File: src/rtl/spi_master_loader.sv
// spi_master_loader
// Host-side SPI master (mode 0, MSB first) that drives the CNN4IC serial port.
// Sends one of three frames per Start: a full image (header 8'hA1 followed by
// the image bits), an addressed weight write (8'hB2, address, weight), or a
// result read-back (8'hC3 followed by DATAWIDTH_BUS dummy zero bits, with MISO
// captured on those bits).
//
// Ports:
//   SPI_Master_CLOCK_50         system clock
//   SPI_Master_RESET_InLow      asynchronous active-low reset
//   SPI_Master_Start_In         one-cycle frame request (honoured only in IDLE)
//   SPI_Master_Cmd_InBUS        00 image, 01 weight, 10 read, 11 reserved (ignored)
//   SPI_Master_Image_InBUS      image bits (sent MSB first)
//   SPI_Master_Weight_InBUS     weight value
//   SPI_Master_Addr_InBUS       weight address
//   SPI_Master_MISO_In          serial data from the device
//   SPI_Master_SCLK_Out         SPI clock, idles low
//   SPI_Master_SS_N_Out         slave select, active low
//   SPI_Master_MOSI_Out         serial data to the device
//   SPI_Master_Busy_Out         high while a frame is in progress
//   SPI_Master_Done_Out         one-cycle pulse at frame end
//   SPI_Master_ReadData_OutBUS  last read-back byte
module spi_master_loader #(
    parameter int IMAGEWIDTH    = 784,
    parameter int DATAWIDTH_BUS = 8,
    parameter int ADDRESS_WIDTH = 16,
    parameter int CLKDIV        = 4,
    parameter int CS_GUARD      = 2
) (
    input  logic                     SPI_Master_CLOCK_50,
    input  logic                     SPI_Master_RESET_InLow,
    input  logic                     SPI_Master_Start_In,
    input  logic [1:0]               SPI_Master_Cmd_InBUS,
    input  logic [IMAGEWIDTH-1:0]    SPI_Master_Image_InBUS,
    input  logic [DATAWIDTH_BUS-1:0] SPI_Master_Weight_InBUS,
    input  logic [ADDRESS_WIDTH-1:0] SPI_Master_Addr_InBUS,
    input  logic                     SPI_Master_MISO_In,
    output logic                     SPI_Master_SCLK_Out,
    output logic                     SPI_Master_SS_N_Out,
    output logic                     SPI_Master_MOSI_Out,
    output logic                     SPI_Master_Busy_Out,
    output logic                     SPI_Master_Done_Out,
    output logic [DATAWIDTH_BUS-1:0] SPI_Master_ReadData_OutBUS
);

    localparam int SR_W     = IMAGEWIDTH + 8;
    localparam int CNT_W    = $clog2(IMAGEWIDTH + 9);
    localparam int PH_DIV_W = $clog2(CLKDIV + 1);
    localparam int PH_GRD_W = $clog2(CS_GUARD + 1);
    localparam int PH_W     = (PH_DIV_W > PH_GRD_W) ? PH_DIV_W : PH_GRD_W;
    localparam int WR_BITS  = 8 + ADDRESS_WIDTH + DATAWIDTH_BUS;
    localparam int RD_BITS  = 8 + DATAWIDTH_BUS;

    typedef enum logic [2:0] {
        S_IDLE,
        S_SETUP,
        S_HI,
        S_LO,
        S_HOLD,
        S_DONE
    } state_t;

    state_t                   state, state_nx;
    logic [PH_W-1:0]          phase_cnt;
    logic [CNT_W-1:0]         bit_cnt;     // bits whose high phase is still to come
    logic [SR_W-1:0]          shreg;
    logic [DATAWIDTH_BUS-1:0] rx_sh;
    logic                     is_read;
    logic [DATAWIDTH_BUS-1:0] read_data;

    logic                     accept;
    logic                     phase_last;
    logic [SR_W-1:0]          frame_load;
    logic [CNT_W-1:0]         n_load;

    assign accept     = (state == S_IDLE) && SPI_Master_Start_In && (SPI_Master_Cmd_InBUS != 2'b11);
    assign phase_last = (phase_cnt == '0);

    // Frames are left-aligned so the header MSB is always shreg[SR_W-1];
    // shorter frames are padded with zeros on the right.
    always_comb begin
        frame_load = '0;
        n_load     = '0;
        case (SPI_Master_Cmd_InBUS)
            2'b00: begin
                frame_load = {8'hA1, SPI_Master_Image_InBUS};
                n_load     = CNT_W'(SR_W);
            end
            2'b01: begin
                frame_load[SR_W-1 -: WR_BITS] = {8'hB2, SPI_Master_Addr_InBUS, SPI_Master_Weight_InBUS};
                n_load     = CNT_W'(WR_BITS);
            end
            2'b10: begin
                frame_load[SR_W-1 -: 8] = 8'hC3;
                n_load     = CNT_W'(RD_BITS);
            end
            default: ;
        endcase
    end

    // Next-state logic
    always_comb begin
        state_nx = state;
        case (state)
            S_IDLE:  if (accept)     state_nx = S_SETUP;
            S_SETUP: if (phase_last) state_nx = S_HI;
            S_HI:    if (phase_last) state_nx = S_LO;
            S_LO:    if (phase_last) state_nx = (bit_cnt == '0) ? S_HOLD : S_HI;
            S_HOLD:  if (phase_last) state_nx = S_DONE;
            S_DONE:                  state_nx = S_IDLE;
            default:                 state_nx = S_IDLE;
        endcase
    end

    always_ff @(posedge SPI_Master_CLOCK_50 or negedge SPI_Master_RESET_InLow) begin
        if (!SPI_Master_RESET_InLow) state <= S_IDLE;
        else                         state <= state_nx;
    end

    always_ff @(posedge SPI_Master_CLOCK_50 or negedge SPI_Master_RESET_InLow) begin
        if (!SPI_Master_RESET_InLow) begin
            phase_cnt <= '0;
            bit_cnt   <= '0;
            shreg     <= '0;
            rx_sh     <= '0;
            is_read   <= 1'b0;
            read_data <= '0;
        end else begin
            // Phase counter reloads on every state change and counts down to 0
            if (state_nx != state) begin
                case (state_nx)
                    S_SETUP, S_HOLD: phase_cnt <= PH_W'(CS_GUARD - 1);
                    S_HI, S_LO:      phase_cnt <= PH_W'(CLKDIV - 1);
                    default:         phase_cnt <= '0;
                endcase
            end else if (!phase_last) begin
                phase_cnt <= phase_cnt - 1'b1;
            end

            // Inputs are captured once; later input changes cannot disturb the frame
            if (accept) begin
                shreg   <= frame_load;
                bit_cnt <= n_load;
                is_read <= (SPI_Master_Cmd_InBUS == 2'b10);
            end

            // SCLK fall: next bit onto MOSI
            if (state == S_HI && state_nx == S_LO) begin
                shreg   <= {shreg[SR_W-2:0], 1'b0};
                bit_cnt <= bit_cnt - 1'b1;
            end

            // SCLK rise: MISO has been stable since the preceding fall
            if (state_nx == S_HI && state != S_HI)
                rx_sh <= {rx_sh[DATAWIDTH_BUS-2:0], SPI_Master_MISO_In};

            // rx_sh then holds the last DATAWIDTH_BUS samples, oldest as MSB
            if (state == S_HOLD && state_nx == S_DONE && is_read)
                read_data <= rx_sh;
        end
    end

    assign SPI_Master_Busy_Out        = (state == S_SETUP) || (state == S_HI) ||
                                        (state == S_LO)    || (state == S_HOLD);
    assign SPI_Master_SS_N_Out        = !SPI_Master_Busy_Out;
    assign SPI_Master_SCLK_Out        = (state == S_HI);
    assign SPI_Master_MOSI_Out        = ((state == S_SETUP) || (state == S_HI) || (state == S_LO))
                                        ? shreg[SR_W-1] : 1'b0;
    assign SPI_Master_Done_Out        = (state == S_DONE);
    assign SPI_Master_ReadData_OutBUS = read_data;

endmodule

File: config.mk
export PLATFORM = sky130hd
export DESIGN_NAME = spi_master_loader
export DESIGN_NICKNAME = d
export VERILOG_FILES = /design/src/rtl/spi_master_loader.sv
export SDC_FILE = /design/constraint.sdc
export NUM_CORES = 2
export LEC_CHECK = 0
export BUFFER_PORTS_ARGS = -buffer_cell sky130_fd_sc_hd__buf_2
export CORE_AREA = 2 2 324 326
export DETAILED_ROUTE_END_ITERATION = 12
export DIE_AREA = 0 0 326 328
export GPL_TIMING_DRIVEN = 1
export PLACE_DENSITY = 0.57
export SLEW_MARGIN = 15
export SYNTH_ARGS = -nofsm -noshare
export SYNTH_HDL_FRONTEND = slang
export SYNTH_SLANG_ARGS = --single-unit
File: constraint.sdc
create_clock -name SPI_Master_CLOCK_50 -period 2.88 [get_ports SPI_Master_CLOCK_50]
set_input_delay 0.144 -clock SPI_Master_CLOCK_50 [delete_from_list [all_inputs] [get_ports SPI_Master_CLOCK_50]]
set_output_delay 0.144 -clock SPI_Master_CLOCK_50 [all_outputs]
set_load 0.01 [all_outputs]
==> impl_metrics.toml <==
[die]
ios = 827
fp.dieW_um = 326
die_h_um = 328
coreArea_um2 = 103000
core.rowCount = 118
initial_core_util_pct = 36.2
fp.dieArea_um2 = 107000

[routing]
ant_nets = 0
first_pass_iters = 9
vias_per_cell = 5.01
num_vias = 33400
drc = 0
drtIter0Drc = 2657
finalWirelength_um = 124000
wl_per_cell_um = 18.7

[clocking]
path_clk_slew_ns = 0.06
cts_root_buf = "clkbuf_16"
clk_latency_ns = 0.67
htree_num_levels = 3
cts_max_path_buffers = 3
cts_made_buffers = 93
cts_tree = "done"
cts_sinks = 825

[sta]
finalHoldViolCount = 0
relSlewSlack_pct = 52.5
finalClockSkew_ns = 0.0275
totalNegativeSetupSlack_ns = 0
grt_setup_unrepaired = "false"
fmax_mhz = 363
worst_pin_slew_ns = 0.713
finalSetupViolCount = 0
min_period_ns = 2.75
finalMaxSlewViolations = 0
finalCritPeriodShare_pct = 95.7

[power_and_ir_drop]
switching_share_pct = 22.5
combPwrFrac_pct = 7.5
internal_power_mw = 20.0
power_frac_clock_pct = 47.4
vdd_ir_drop_max_v = 0.000437
seq_power_share_pct = 45.0
p_leak_nw = 27.8
power_density_nw_per_um2 = 475
p_sw_mw = 5.80

[yosys]
syn_area_per_cell_um2 = 10.4
synth.area.top_cells = "dfrtp_1 55%, nand2_1 16%, a22oi_2 13%"
yosysWarningCount = 0
syn_nets = 4415
ys_ff_latch = 825
netlist_area_um2 = 37400
ys_types = 51
yosys.area.top_type_share_pct = 55.3
syn_inst = 3592
synth_top_area_cell = "dfrtp_1"
yosysSeqAreaShare_pct = 55.3

[setup_path]
cp_max_fo = 58
start_kind = "flop"
crit_type = "reg -> reg"
cp.arrival_ns = 3.30
ff2ff_path_depth = 7
required_ns = 3.43
end_kind = "flop"
r2r_slack_ns = 0.13

[status]
outcome = "finished, final reports clean"

[placement]
place_hpwl_um = 83100
dp.cells = 5630
gp_congestion = 0.860
port_buffers = 826

[grt]
grt_pass1_wl_um = 193000
antenna_found_initial = 54
grt_max_degree = 87
grtUsageTotal_pct = 22.6
grt_pass1_vias = 34500
overflow = 0

[finish]
multiInputGateArea_um2 = 14800
regArea_um2 = 20600
nFillCells = 8920
layout.nets = 5981
drive_above_1_share_pct = 28.7
areaGrowthSynthToFinish_pct = 45.1
instances_no_fill = 6663

[hold_path]
hp-class = "in -> async"

[job]
drv_cap = 0
-- registers in the layout (all words and copies together) (netlist names) --
| name | count |
|---|---|
| SPI_Master_ReadData_OutBUS | 8 |
| bit_cnt | 10 |
| is_read | 1 |
| phase_cnt | 3 |
| rx_sh | 8 |
| shreg | 792 |
| state | 3 |
-- worst max-delay path: stages (launching register included) --
cell and delay, ns:
dfrtp_1 0.57, clkinv_1 0.35, and3_4 0.27, buf_12 0.15, buf_12 0.19, a222oi_1 0.39
nand2_1 0.12, dlygate4sd3_1 0.57
-- cell families after synthesis --
kind of cell	Yosys count	synth area share, %
AOI/OAI and AO/OA	824	22.1
adders and majority gates	9	0.301
DFF	825	55.3
buffers and inverters	284	5.11
xor gates and xnor gates	3	0.0704
and+or+nand+nor	1629	16.7
muxes	18	0.536
-- worst paths after layout --
check | to | startpoint
setup / recovery | shreg[765] | state[2]
max in group asynchronous | shreg[728] | SPI_Master_RESET_InLow
hold / removal | shreg[534] | SPI_Master_RESET_InLow
setup reg to reg | shreg[765] | state[2]
hold reg to reg | shreg[105] | shreg[105]
min in group SPI_Master_CLOCK_50 | shreg[189] | SPI_Master_Image_InBUS[189]
-- metrics by stage --
step | power (mW) | worst slack (ns) | hold WS [ns] | instance area (µm²) | utilization (%)
global route | 26.6 | 0.00563 | 0.0594 | 54200 | 52.5
CTS | 26.0 | 0.147 | 0.0368 | 54100 | 52.4
finish | 25.8 | 0.125 | 0.0340 | 54200 | 52.5
detailed placement | 12.8 | 0.435 | 0.186 | 42800 | 41.5
floorplan | 11.8 | 0.861 | -0.152 | 37400 | -
global placement | 12.8 | 0.508 | 0.178 | 42800 | 41.5
-- metal layers --
metal  global-route usage, %  routed length, µm
met1                    28.6              51800
met2                    37.9              61200
met3                    4.29               6580
met4                    9.16               4880
met5                       0                 66
-- what timing repair did --
item	CTS	global route
hold endpoints to repair	989	0
setup endpoints to repair	0	3
setup buffers	0	0
gates resized for setup	0	0
hold buffers	813	0
-- area by class of cell --
type	count	share of cell area, %
diodes	54	0.249
flip-flops and latches	825	38.1
inverters	10	0.0692
well taps	1380	3.19
clock buffers	140	5.12
repair buffers	1745	25.3
multi-input cells	2483	27.3
clock inverters	26	0.676
-- Yosys cell counts (all sizes together) --
library cell,count
a211o,1
a21o,4
a21oi,8
a221o,4
a222oi,24
a22o,4
a22oi,761
a31oi,1
and2,2
and3,2
buf,195
clkbuf,79
clkinv,1
dfrtp,825
ha,9
inv,9
mux2,16
mux2i,2
nand2,1583
nand2b,2
nand3,2
nand3b,1
nand4,3
nor2,16
nor2b,3
nor3,7
nor3b,1
nor4,3
nor4b,1
nor4bb,1
o21a,1
o21ai,6
o221a,1
o221ai,1
o22a,1
o22ai,4
o311a,1
o311ai,1
o31ai,1
or3,1
or4b,1
xnor2,2
xor2,1
-- power groups by stage --
stage	logic, mW	clock network [mW]	registers (mW)
after global placement	1.02	0	11.8
after detailed placement	1.01	0	11.8
after floorplan	0.0129	0	11.8
after CTS	1.94	12.5	11.6
after global routing	2.07	13.0	11.6
final	1.94	12.2	11.6
-- placed cells by master, fill, tap and decap left out, types with 5 or more instances in the layout --
cell / count
a21oi_1: 8
a222oi_1: 24
a22oi_1: 360
a22oi_2: 401
buf_12: 51
buf_2: 825
buf_4: 55
bufinv_16: 6
clkbuf_1: 22
clkbuf_16: 95
clkbuf_8: 23
clkinv_2: 9
clkinvlp_4: 5
dfrtp_1: 825
diode_2: 54
dlygate4sd3_1: 813
ha_1: 9
inv_1: 9
mux2_2: 16
nand2_1: 1583
nor2_1: 16
nor3_1: 7
o21ai_0: 6
(Power assumes the default switching activity.)
